===== src/rtl/demux_pkg.sv =====
// Shared constants for the 1-to-2 handshake demultiplexer.
package demux_pkg;

    localparam logic CH1 = 1'b0;
    localparam logic CH2 = 1'b1;

    localparam int unsigned DW_DEF    = 2;
    localparam int unsigned CNT_W_DEF = 8;

endpackage


===== src/rtl/demux1_2_hs_if.sv =====
// Input stream, two output channels and status of the 1-to-2 demultiplexer.
interface demux1_2_hs_if
    import demux_pkg::*;
#(
    parameter int unsigned DW    = DW_DEF,
    parameter int unsigned CNT_W = CNT_W_DEF
);

    logic [DW-1:0]    in_data;
    logic             in_valid;
    logic             in_ready;
    logic             sel;
    logic             rr_en;
    logic [DW-1:0]    out1;
    logic             out1_valid;
    logic             out1_ready;
    logic [DW-1:0]    out2;
    logic             out2_valid;
    logic             out2_ready;
    logic [CNT_W-1:0] cnt1;
    logic [CNT_W-1:0] cnt2;
    logic             rr_ptr;

    // master drives the input stream and sink readys; slave is the demultiplexer
    modport master (
        output in_data, in_valid, sel, rr_en, out1_ready, out2_ready,
        input  in_ready, out1, out1_valid, out2, out2_valid, cnt1, cnt2, rr_ptr
    );

    modport slave (
        input  in_data, in_valid, sel, rr_en, out1_ready, out2_ready,
        output in_ready, out1, out1_valid, out2, out2_valid, cnt1, cnt2, rr_ptr
    );

endinterface


===== src/rtl/demux_ch_buf.sv =====
// One-deep output holding register with valid flag and delivered-word counter.
module demux_ch_buf
    import demux_pkg::*;
#(
    parameter int unsigned DW    = DW_DEF,
    parameter int unsigned CNT_W = CNT_W_DEF
) (
    input  logic             clk,
    input  logic             rst_n,
    input  logic             load,
    input  logic [DW-1:0]    load_data,
    input  logic             ready,
    output logic [DW-1:0]    data,
    output logic             valid,
    output logic [CNT_W-1:0] cnt
);

    logic [DW-1:0]    data_q;
    logic             valid_q;
    logic [CNT_W-1:0] cnt_q;
    logic             drain;

    assign drain = valid_q && ready;

    always_ff @(posedge clk) begin
        if (!rst_n) begin
            data_q  <= '0;
            valid_q <= 1'b0;
            cnt_q   <= '0;
        end else begin
            // A load on the draining edge replaces the word and keeps valid high.
            if (load) begin
                data_q  <= load_data;
                valid_q <= 1'b1;
            end else if (drain) begin
                valid_q <= 1'b0;
            end
            if (drain) begin
                cnt_q <= cnt_q + 1'b1;
            end
        end
    end

    assign data  = data_q;
    assign valid = valid_q;
    assign cnt   = cnt_q;

endmodule


===== src/rtl/demux1_2_hs.sv =====
// Registered 1-to-2 demultiplexer: target selection, in_ready and round-robin pointer.
module demux1_2_hs
    import demux_pkg::*;
#(
    parameter int unsigned DW    = DW_DEF,
    parameter int unsigned CNT_W = CNT_W_DEF
) (
    input logic          sys_clk,
    input logic          sys_rst_n,
    demux1_2_hs_if.slave bus
);

    logic             rr_ptr_q;
    logic             tgt;
    logic             accept;
    logic             load1;
    logic             load2;
    logic [DW-1:0]    out1_data;
    logic [DW-1:0]    out2_data;
    logic             out1_vld;
    logic             out2_vld;
    logic [CNT_W-1:0] cnt1_val;
    logic [CNT_W-1:0] cnt2_val;

    assign tgt = bus.rr_en ? rr_ptr_q : bus.sel;

    // Only the target channel gates acceptance; the other channel never unblocks a stall.
    assign bus.in_ready = (tgt == CH1) ? (!out1_vld || bus.out1_ready)
                                       : (!out2_vld || bus.out2_ready);

    assign accept = bus.in_valid && bus.in_ready;
    assign load1  = accept && (tgt == CH1);
    assign load2  = accept && (tgt == CH2);

    always_ff @(posedge sys_clk) begin
        if (!sys_rst_n) begin
            rr_ptr_q <= CH1;
        end else if (accept && bus.rr_en) begin
            rr_ptr_q <= ~rr_ptr_q;
        end
    end

    demux_ch_buf #(
        .DW    (DW),
        .CNT_W (CNT_W)
    ) u_ch1 (
        .clk       (sys_clk),
        .rst_n     (sys_rst_n),
        .load      (load1),
        .load_data (bus.in_data),
        .ready     (bus.out1_ready),
        .data      (out1_data),
        .valid     (out1_vld),
        .cnt       (cnt1_val)
    );

    demux_ch_buf #(
        .DW    (DW),
        .CNT_W (CNT_W)
    ) u_ch2 (
        .clk       (sys_clk),
        .rst_n     (sys_rst_n),
        .load      (load2),
        .load_data (bus.in_data),
        .ready     (bus.out2_ready),
        .data      (out2_data),
        .valid     (out2_vld),
        .cnt       (cnt2_val)
    );

    assign bus.out1       = out1_data;
    assign bus.out1_valid = out1_vld;
    assign bus.out2       = out2_data;
    assign bus.out2_valid = out2_vld;
    assign bus.cnt1       = cnt1_val;
    assign bus.cnt2       = cnt2_val;
    assign bus.rr_ptr     = rr_ptr_q;

endmodule


===== src/flat_wrapper.sv =====
// flat-port wrapper written by rule: the top's interface ports become plain ports
module demux1_2_hs_flat import demux_pkg::*;
#(
    parameter int unsigned DW    = DW_DEF,
    parameter int unsigned CNT_W = CNT_W_DEF
)
  (sys_clk, sys_rst_n, bus_in_data, bus_in_valid, bus_sel, bus_rr_en, bus_out1_ready, bus_out2_ready, bus_in_ready, bus_out1, bus_out1_valid, bus_out2, bus_out2_valid, bus_cnt1, bus_cnt2, bus_rr_ptr);
  demux1_2_hs_if #(.DW(DW), .CNT_W(CNT_W)) bus_i ();
  input logic sys_clk;
  input logic sys_rst_n;
  input wire logic [$bits(bus_i.in_data)-1:0] bus_in_data;
  input wire logic [$bits(bus_i.in_valid)-1:0] bus_in_valid;
  input wire logic [$bits(bus_i.sel)-1:0] bus_sel;
  input wire logic [$bits(bus_i.rr_en)-1:0] bus_rr_en;
  input wire logic [$bits(bus_i.out1_ready)-1:0] bus_out1_ready;
  input wire logic [$bits(bus_i.out2_ready)-1:0] bus_out2_ready;
  output wire logic [$bits(bus_i.in_ready)-1:0] bus_in_ready;
  output wire logic [$bits(bus_i.out1)-1:0] bus_out1;
  output wire logic [$bits(bus_i.out1_valid)-1:0] bus_out1_valid;
  output wire logic [$bits(bus_i.out2)-1:0] bus_out2;
  output wire logic [$bits(bus_i.out2_valid)-1:0] bus_out2_valid;
  output wire logic [$bits(bus_i.cnt1)-1:0] bus_cnt1;
  output wire logic [$bits(bus_i.cnt2)-1:0] bus_cnt2;
  output wire logic [$bits(bus_i.rr_ptr)-1:0] bus_rr_ptr;
  assign bus_i.in_data = bus_in_data;
  assign bus_i.in_valid = bus_in_valid;
  assign bus_i.sel = bus_sel;
  assign bus_i.rr_en = bus_rr_en;
  assign bus_i.out1_ready = bus_out1_ready;
  assign bus_i.out2_ready = bus_out2_ready;
  assign bus_in_ready = bus_i.in_ready;
  assign bus_out1 = bus_i.out1;
  assign bus_out1_valid = bus_i.out1_valid;
  assign bus_out2 = bus_i.out2;
  assign bus_out2_valid = bus_i.out2_valid;
  assign bus_cnt1 = bus_i.cnt1;
  assign bus_cnt2 = bus_i.cnt2;
  assign bus_rr_ptr = bus_i.rr_ptr;
  demux1_2_hs #(.DW(DW), .CNT_W(CNT_W)) u_core (.sys_clk(sys_clk), .sys_rst_n(sys_rst_n), .bus(bus_i));
endmodule

===== config.mk =====
export PLATFORM = sky130hd
export DESIGN_NAME = demux1_2_hs_flat
export DESIGN_NICKNAME = d
export VERILOG_FILES = /design/src/rtl/demux_pkg.sv /design/src/rtl/demux1_2_hs_if.sv /design/src/rtl/demux_ch_buf.sv /design/src/rtl/demux1_2_hs.sv /design/src/flat_wrapper.sv
export SDC_FILE = /design/constraint.sdc
export NUM_CORES = 1
export LEC_CHECK = 0
export BUFFER_PORTS_ARGS = -buffer_cell sky130_fd_sc_hd__buf_2
export CORE_ASPECT_RATIO = 0.8
export CORE_MARGIN = 3
export CORE_UTILIZATION = 44
export CTS_CLUSTER_SIZE = 24
export DETAILED_ROUTE_END_ITERATION = 16
export GPL_TIMING_DRIVEN = 0
export PLACE_DENSITY = 0.73
export SLEW_MARGIN = 15
export SYNTH_ARGS = -nofsm -noshare
export SYNTH_HDL_FRONTEND = slang
export SYNTH_SLANG_ARGS = --single-unit

===== constraint.sdc =====
create_clock -name sys_clk -period 1.25 [get_ports sys_clk]
set_input_delay 0.1875 -clock sys_clk [delete_from_list [all_inputs] [get_ports sys_clk]]
set_output_delay 0.1875 -clock sys_clk [all_outputs]
set_load 0.02 [all_outputs]

==> results of run 1 <==
registers in the layout, summed over array words and instances, names as in the netlist:
name and flops:
u_core.u_ch2.data 2, u_core.u_ch1.valid 1, u_core.bus.rr_ptr 1, u_core.u_ch1.cnt 8, u_core.u_ch1.data 2, u_core.u_ch2.valid 1
u_core.u_ch2.cnt 8
stage by stage:
step           utilization [%]  area, µm²  std cells  setup TNS [ns]  hold slack [ns]
4_1_cts                  62.22       1366        187         -0.1771           0.1257
3_5_place_dp             56.30       1236        176               0           0.4639
2_1_floorplan                -       1050        120        -0.01029           0.3351
3_3_place_gp             56.30       1236        176               0           0.4477
6_report                 68.09       1495        194         -0.1924           0.1344
5_1_grt                  68.09       1495        194         -0.5268           0.1278
layout by cell type, fill, tap and decap left out:
| cell | count |
|---|---|
| nand2_4 | 1 |
| buf_2 | 30 |
| or3_1 | 3 |
| and2b_2 | 1 |
| mux2_4 | 1 |
| nand4_1 | 7 |
| mux2i_1 | 2 |
| buf_4 | 12 |
| buf_6 | 2 |
| o21ai_0 | 3 |
| nand2b_1 | 4 |
| clkbuf_1 | 4 |
| nor4_2 | 1 |
| or4_1 | 3 |
| dfxtp_2 | 6 |
| a21oi_2 | 3 |
| and2_1 | 1 |
| ha_4 | 2 |
| o31ai_1 | 7 |
| o31ai_2 | 2 |
| a311oi_1 | 1 |
| o211ai_1 | 2 |
| inv_1 | 5 |
| clkbuf_4 | 3 |
| or3_4 | 1 |
| nor2_4 | 1 |
| nor2b_2 | 1 |
| nand2_1 | 8 |
| nand3_4 | 1 |
| dfxtp_1 | 10 |
| or2b_1 | 1 |
| dfxtp_4 | 7 |
| xor2_1 | 4 |
| nand3_1 | 7 |
| a21oi_1 | 14 |
| buf_12 | 1 |
| nor2_1 | 6 |
| o21ai_1 | 1 |
where the power goes:
part / leakage (nW) / internal (mW) / total (mW) / switching [mW]
clock: 0.0150 / 0.125 / 0.356 / 0.231
combinational: 0.397 / 0.0800 / 0.191 / 0.111
sequential: 0.195 / 0.741 / 0.759 / 0.0179
cell type report:
cell class                 instances  area, µm²
multi-input combinational         89      630.6
timing repair buffer              45      282.8
fill                             186      700.7
sequential                        23      494.2
inverter                           5      18.77
clock buffer                       4      26.28
buffer                             3      11.26
tap                               25      31.28
worst max path at each step:
stage / slack, ns / endpoint / cells after the start
after floorplan: -0.01 / u_core.u_ch2.cnt[5] / 3
after global placement: 0.03 / u_core.u_ch1.cnt[5] / 3
after detailed placement: 0.005 / u_core.u_ch1.cnt[5] / 3
after CTS: -0.18 / bus_in_ready / 4
after global routing: -0.24 / bus_in_ready / 4
final: -0.18 / bus_in_ready / 4
cells by family (layout without fill, tap and decap cells):
logic type | after synthesis | count (layout) | share of synthesized area [%]
AO/OA/AOI/OAI | 33 | 33 | 18.96
XOR/XNOR | 4 | 4 | 3.381
adder cells (fa/ha/maj) | 2 | 2 | 2.415
buffers and inverters | 8 | 57 | 2.899
flip-flops | 23 | 23 | 44.44
multiplexers | 3 | 3 | 3.019
AND/OR/NAND/NOR | 47 | 47 | 24.88
critical path, stage by stage, from the launching register on:
cell,delay [ns]
dfxtp_2,0.34
mux2_4,0.29
nor2_4,0.11
a21oi_2,0.03
buf_2,0.16
per-layer routing:
layer | GRT usage (%) | up-vias | part of all wire [%]
met5 | 0 | - | 0
met4 | 5.535 | 0 | 0.81
met3 | 6.614 | 4 | 6.6
met2 | 27.70 | 32 | 49
met1 | 22.31 | 498 | 44
li1 | - | 542 | -
timing repair:
action | CTS | global route
setup buffers | 7 | 9
setup endpoints to repair | 5 | 13
gates resized for setup | 15 | 19
pin swaps | 6 | 11
==> results.toml, run 1 <==
[synthesis]
netlist.area_leader.share_pct = 44.44
synth_cell_types = 26
synth_ff_type = "dfxtp_1"
synth-async-reset-ratio_pct = 0
seq_area_frac_synth_pct = 44.44
synth.most_common_cell = "dfxtp_1"
yosys.area.top_type = "dfxtp_1"
syn_area_per_cell_um2 = 8.633
syn_nets = 131
ys_seq_elements = 23
ys_top_cells_by_area = "dfxtp_1 (44%), a21oi_1 (8.2%), o31ai_1 (6.5%), nand4_1 (4.2%), nand3_1 (3.4%)"
netlist_area_mm2 = 0.001036
synthCells = 120
synth_edf_count = 0
yosysWarnings = 0
netlist_top_cells_count = "dfxtp_1 (23), a21oi_1 (17), nand2_1 (9), o31ai_1 (9)"

[min_path]
worstHoldStart = "bus_in_data[0]"
hold_end = "u_core.u_ch2.data[0]"
hold_depth = 3
hp-class = "input pin to flip-flop"

[route]
vias = 1076
antenna_left = 0
post_drt_wl_per_cell_um = 14.00
route.detailed.drc = 0
firstDrtPassIters = 4
routed_wl_um = 2716
via_per_inst = 5.546
drt_iter0_drc = 19

[status]
status = "finished, violations left"
violations = "negative setup slack"

[timing]
rsz0062_at_grt = "true"
worstMarginPinSlew_ns = 0.5319
hold_viol_final = 0
fin_crit_ns = 1.432
postLayoutSetupSlackWorst_ns = -0.1825
setup_viol = 2
min_period_over_period_pct = 114.6
slew_viol_final = 0
slew-limit-headroom_pct = 64.54
clock.fmax_ghz = 0.6981
finalClockSkew_ns = 0.009775

[cts]
numCtsBuffers = 3
cts_root_buf = "clkbuf_4"
clkSinkCount = 23
cts_tree = "done"
clock_path_buffers = 2
cts.clk_slew.worst_paths_ns = 0.13
clk_latency_ns = 0.32
htree_levels = 1
hold_buffers = 0

[power]
power.density_mw_per_mm2 = 873.8
irDropWorstVdd_mv = 0.9718
power.leakage_nw = 0.6065
finalPower_mw = 1.306

[place]
io_buffers = 31
dp_hpwl_um = 1689
gp_congestion = 0.7617
post-place-ws_ns = 0.005328

[final_layout]
syn_to_final_growth_pct = 44.32
drive_gt1_share_pct = 44.97
nets = 181
n_antenna_cell = 0

[global_routing]
antenna_found_initial = 0
grtUsageTotal_pct = 17.74
grt_pass1_vias = 943
gr-total-overflow = 0
grt_first_pass_wirelength_um = 4002
grt_max_degree = 13

[setup_path]
reg2reg_slack_ns = -0.01
criticalPathCategory = "flip-flop to output pin"
crit_start = "u_core.bus.rr_ptr"
critPathCaptureType = "output pin"
rr_startpoint = "u_core.u_ch2.valid"
crit_path_start_kind = "flip-flop"
r2r_cells = 3
crit_arrival_ns = 1.24
r2r-end = "u_core.u_ch2.cnt[5]"
crit_required_ns = 1.06
cp_max_fo = 5

[floorplanning]
dieArea_mm2 = 0.002976
initial_core_util_pct = 47.18
die_h_um = 49.40
core_mm2 = 0.002196
fp.dieW_um = 60.25
rows = 15
pin_count = 33

[flow_run]
cap_violations = 0
Note: power is estimated with default switching activity, not from simulation.
==> run 2, diff against run 1 <==
==> constraint.sdc (replaced) <==
create_clock -name sys_clk -period 1.25 [get_ports sys_clk]
set_input_delay 0.0625 -clock sys_clk [delete_from_list [all_inputs] [get_ports sys_clk]]
set_output_delay 0.0625 -clock sys_clk [all_outputs]
set_load 0.02 [all_outputs]
==> results.toml, run 2 (synthesized netlist as in run 1, its figures left out) <==
[min_path]
worstHoldStart = "sys_rst_n"
hp-class = "input pin to flip-flop"

[place]
gp_congestion = 0.7517
dp.cells = 176
dp_hpwl_um = 1686
post-place-ws_ns = -0.008309
io_buffers = 31

[global_routing]
gr-total-overflow = 0
grt_first_pass_wirelength_um = 3829
grtUsageTotal_pct = 16.64
grt_max_degree = 15
antenna_found_initial = 0
grt_pass1_vias = 908

[final_layout]
nets = 179
n_antenna_cell = 0
final_cells = 192
syn_to_final_growth_pct = 42.03
post-route-util_pct = 67.01
drive_gt1_share_pct = 43.71
mostFrequentLayoutCell = "buf_2"
layout_common_cells = "buf_2 (30), a21oi_1 (15), buf_4 (11)"

[cts]
cts.clk_slew.worst_paths_ns = 0.13
numCtsBuffers = 3
cts_root_buf = "clkbuf_4"
clk_latency_ns = 0.31
clkSinkCount = 23
clock_path_buffers = 2
cts_tree = "done"
htree_levels = 1

[power]
pwr-share-comb_pct = 14.0
switching_share_pct = 27.07
power.density_mw_per_mm2 = 876.5
p_int_uw = 940.5
seqPwrFrac_pct = 59.0
power.leakage_nw = 0.5957
switching_power_uw = 349.2
p_clk_share_pct = 26.9
irDropWorstVdd_mv = 0.6791

[route]
dr_wl_met2_um = 1251
antenna_left = 0
dr_wl_met3_um = 151
top_layer_used = "met4"
firstDrtPassIters = 4
drt_iter0_drc = 33
post_drt_wl_per_cell_um = 13.47
routed_wl_um = 2587
via_per_inst = 5.521
met1_length_um = 1143
vias = 1060
route.detailed.drc = 0

[timing]
postLayoutSetupSlackWorst_ns = -0.03863
fin_crit_ns = 1.289
clock.fmax_ghz = 0.7760
whs_ns = 0.03981
worstMarginPinSlew_ns = 0.5487
slew-limit-headroom_pct = 63.42
setup_viol = 3
rsz0062_at_grt = "true"
min_period_over_period_pct = 103.1
hold_viol_final = 0
slew_viol_final = 0
finalClockSkew_ns = 0.001146

[setup_path]
crit_arrival_ns = 1.23
rr_startpoint = "u_core.bus.rr_ptr"
critPathCaptureType = "output pin"
crit_chain = "mux2_4, nor2_2, a21oi_1, buf_4"
crit_path_start_kind = "flip-flop"
crit_required_ns = 1.19
slowest_delay_ns = 0.35
cp_max_fo = 3
criticalPathCategory = "flip-flop to output pin"
crit_start = "u_core.bus.rr_ptr"
slowest_stage = "dfxtp_2"

[floorplanning]
initial_core_util_pct = 47.18
rows = 15
dieArea_mm2 = 0.002976
die_h_um = 49.40
core_mm2 = 0.002196
pin_count = 33
fp.dieW_um = 60.25

[status]
status = "finished, violations left"
violations = "negative setup slack"

[flow_run]
cap_violations = 0
## run 2: worst paths after layout
kind / end / slack, ns / depth (start not counted)
setup / recovery: bus_in_ready / -0.04 / 4
hold / removal: u_core.u_ch1.cnt[4] / 0.04 / 3
setup reg to reg: u_core.u_ch2.data[1] / -0.04 / 4
hold reg to reg: u_core.u_ch2.cnt[7] / 0.49 / 2
## run 2: per-layer routing
layer	vias up	GRT usage, %
li1	533	-
met1	489	20.13
met2	34	27.34
met3	4	6.614
met4	0	3.690
met5	-	0
## run 2: what timing repair did
action / CTS / global route
setup endpoints to repair: 7 / 12
endpoints found under the hold margin: 1 / 1
pin swaps: 6 / 7
setup buffers: 7 / 3
hold buffers: 1 / 1
resized for setup: 7 / 23
## run 2: critical path, delay by kind of cell, from the launching register on
kind                   cells  cell delay [ns]
multiplexers               1             0.27
AO/OA/AOI/OAI              1             0.04
flip-flops                 1             0.35
buffers and inverters      1             0.16
AND/OR/NAND/NOR            1             0.10
## run 2: cell type report
class / instances / area, µm²
Timing Repair Buffer: 43 / 252.7
Clock inverter: 1 / 7.507
Buffer: 3 / 11.26
Clock buffer: 3 / 22.52
Tap cell: 25 / 31.28
Fill cell: 202 / 724.4
Multi-Input combinational cell: 89 / 635.6
Inverter: 5 / 18.77
Sequential cell: 23 / 491.7
## run 2: power by group through the flow
stage               Clock [mW]  Combinational, mW  Sequential [mW]
floorplan                    0             0.0645            0.806
global route             0.401              0.197            0.764
detailed placement           0              0.139            0.787
global placement             0              0.136            0.786
CTS                      0.363              0.168            0.765
finish                   0.347              0.181            0.762
## run 2: stage by stage
| step | setup TNS [ns] | cell area, µm² | power, mW |
|---|---|---|---|
| after floorplan | 0 | 1047 | 0.8701 |
| after global placement | 0 | 1234 | 0.9212 |
| after detailed placement | -0.01463 | 1234 | 0.9253 |
| after CTS | -0.06501 | 1349 | 1.295 |
| after global routing | -0.5363 | 1471 | 1.362 |
| final | -0.07960 | 1471 | 1.290 |
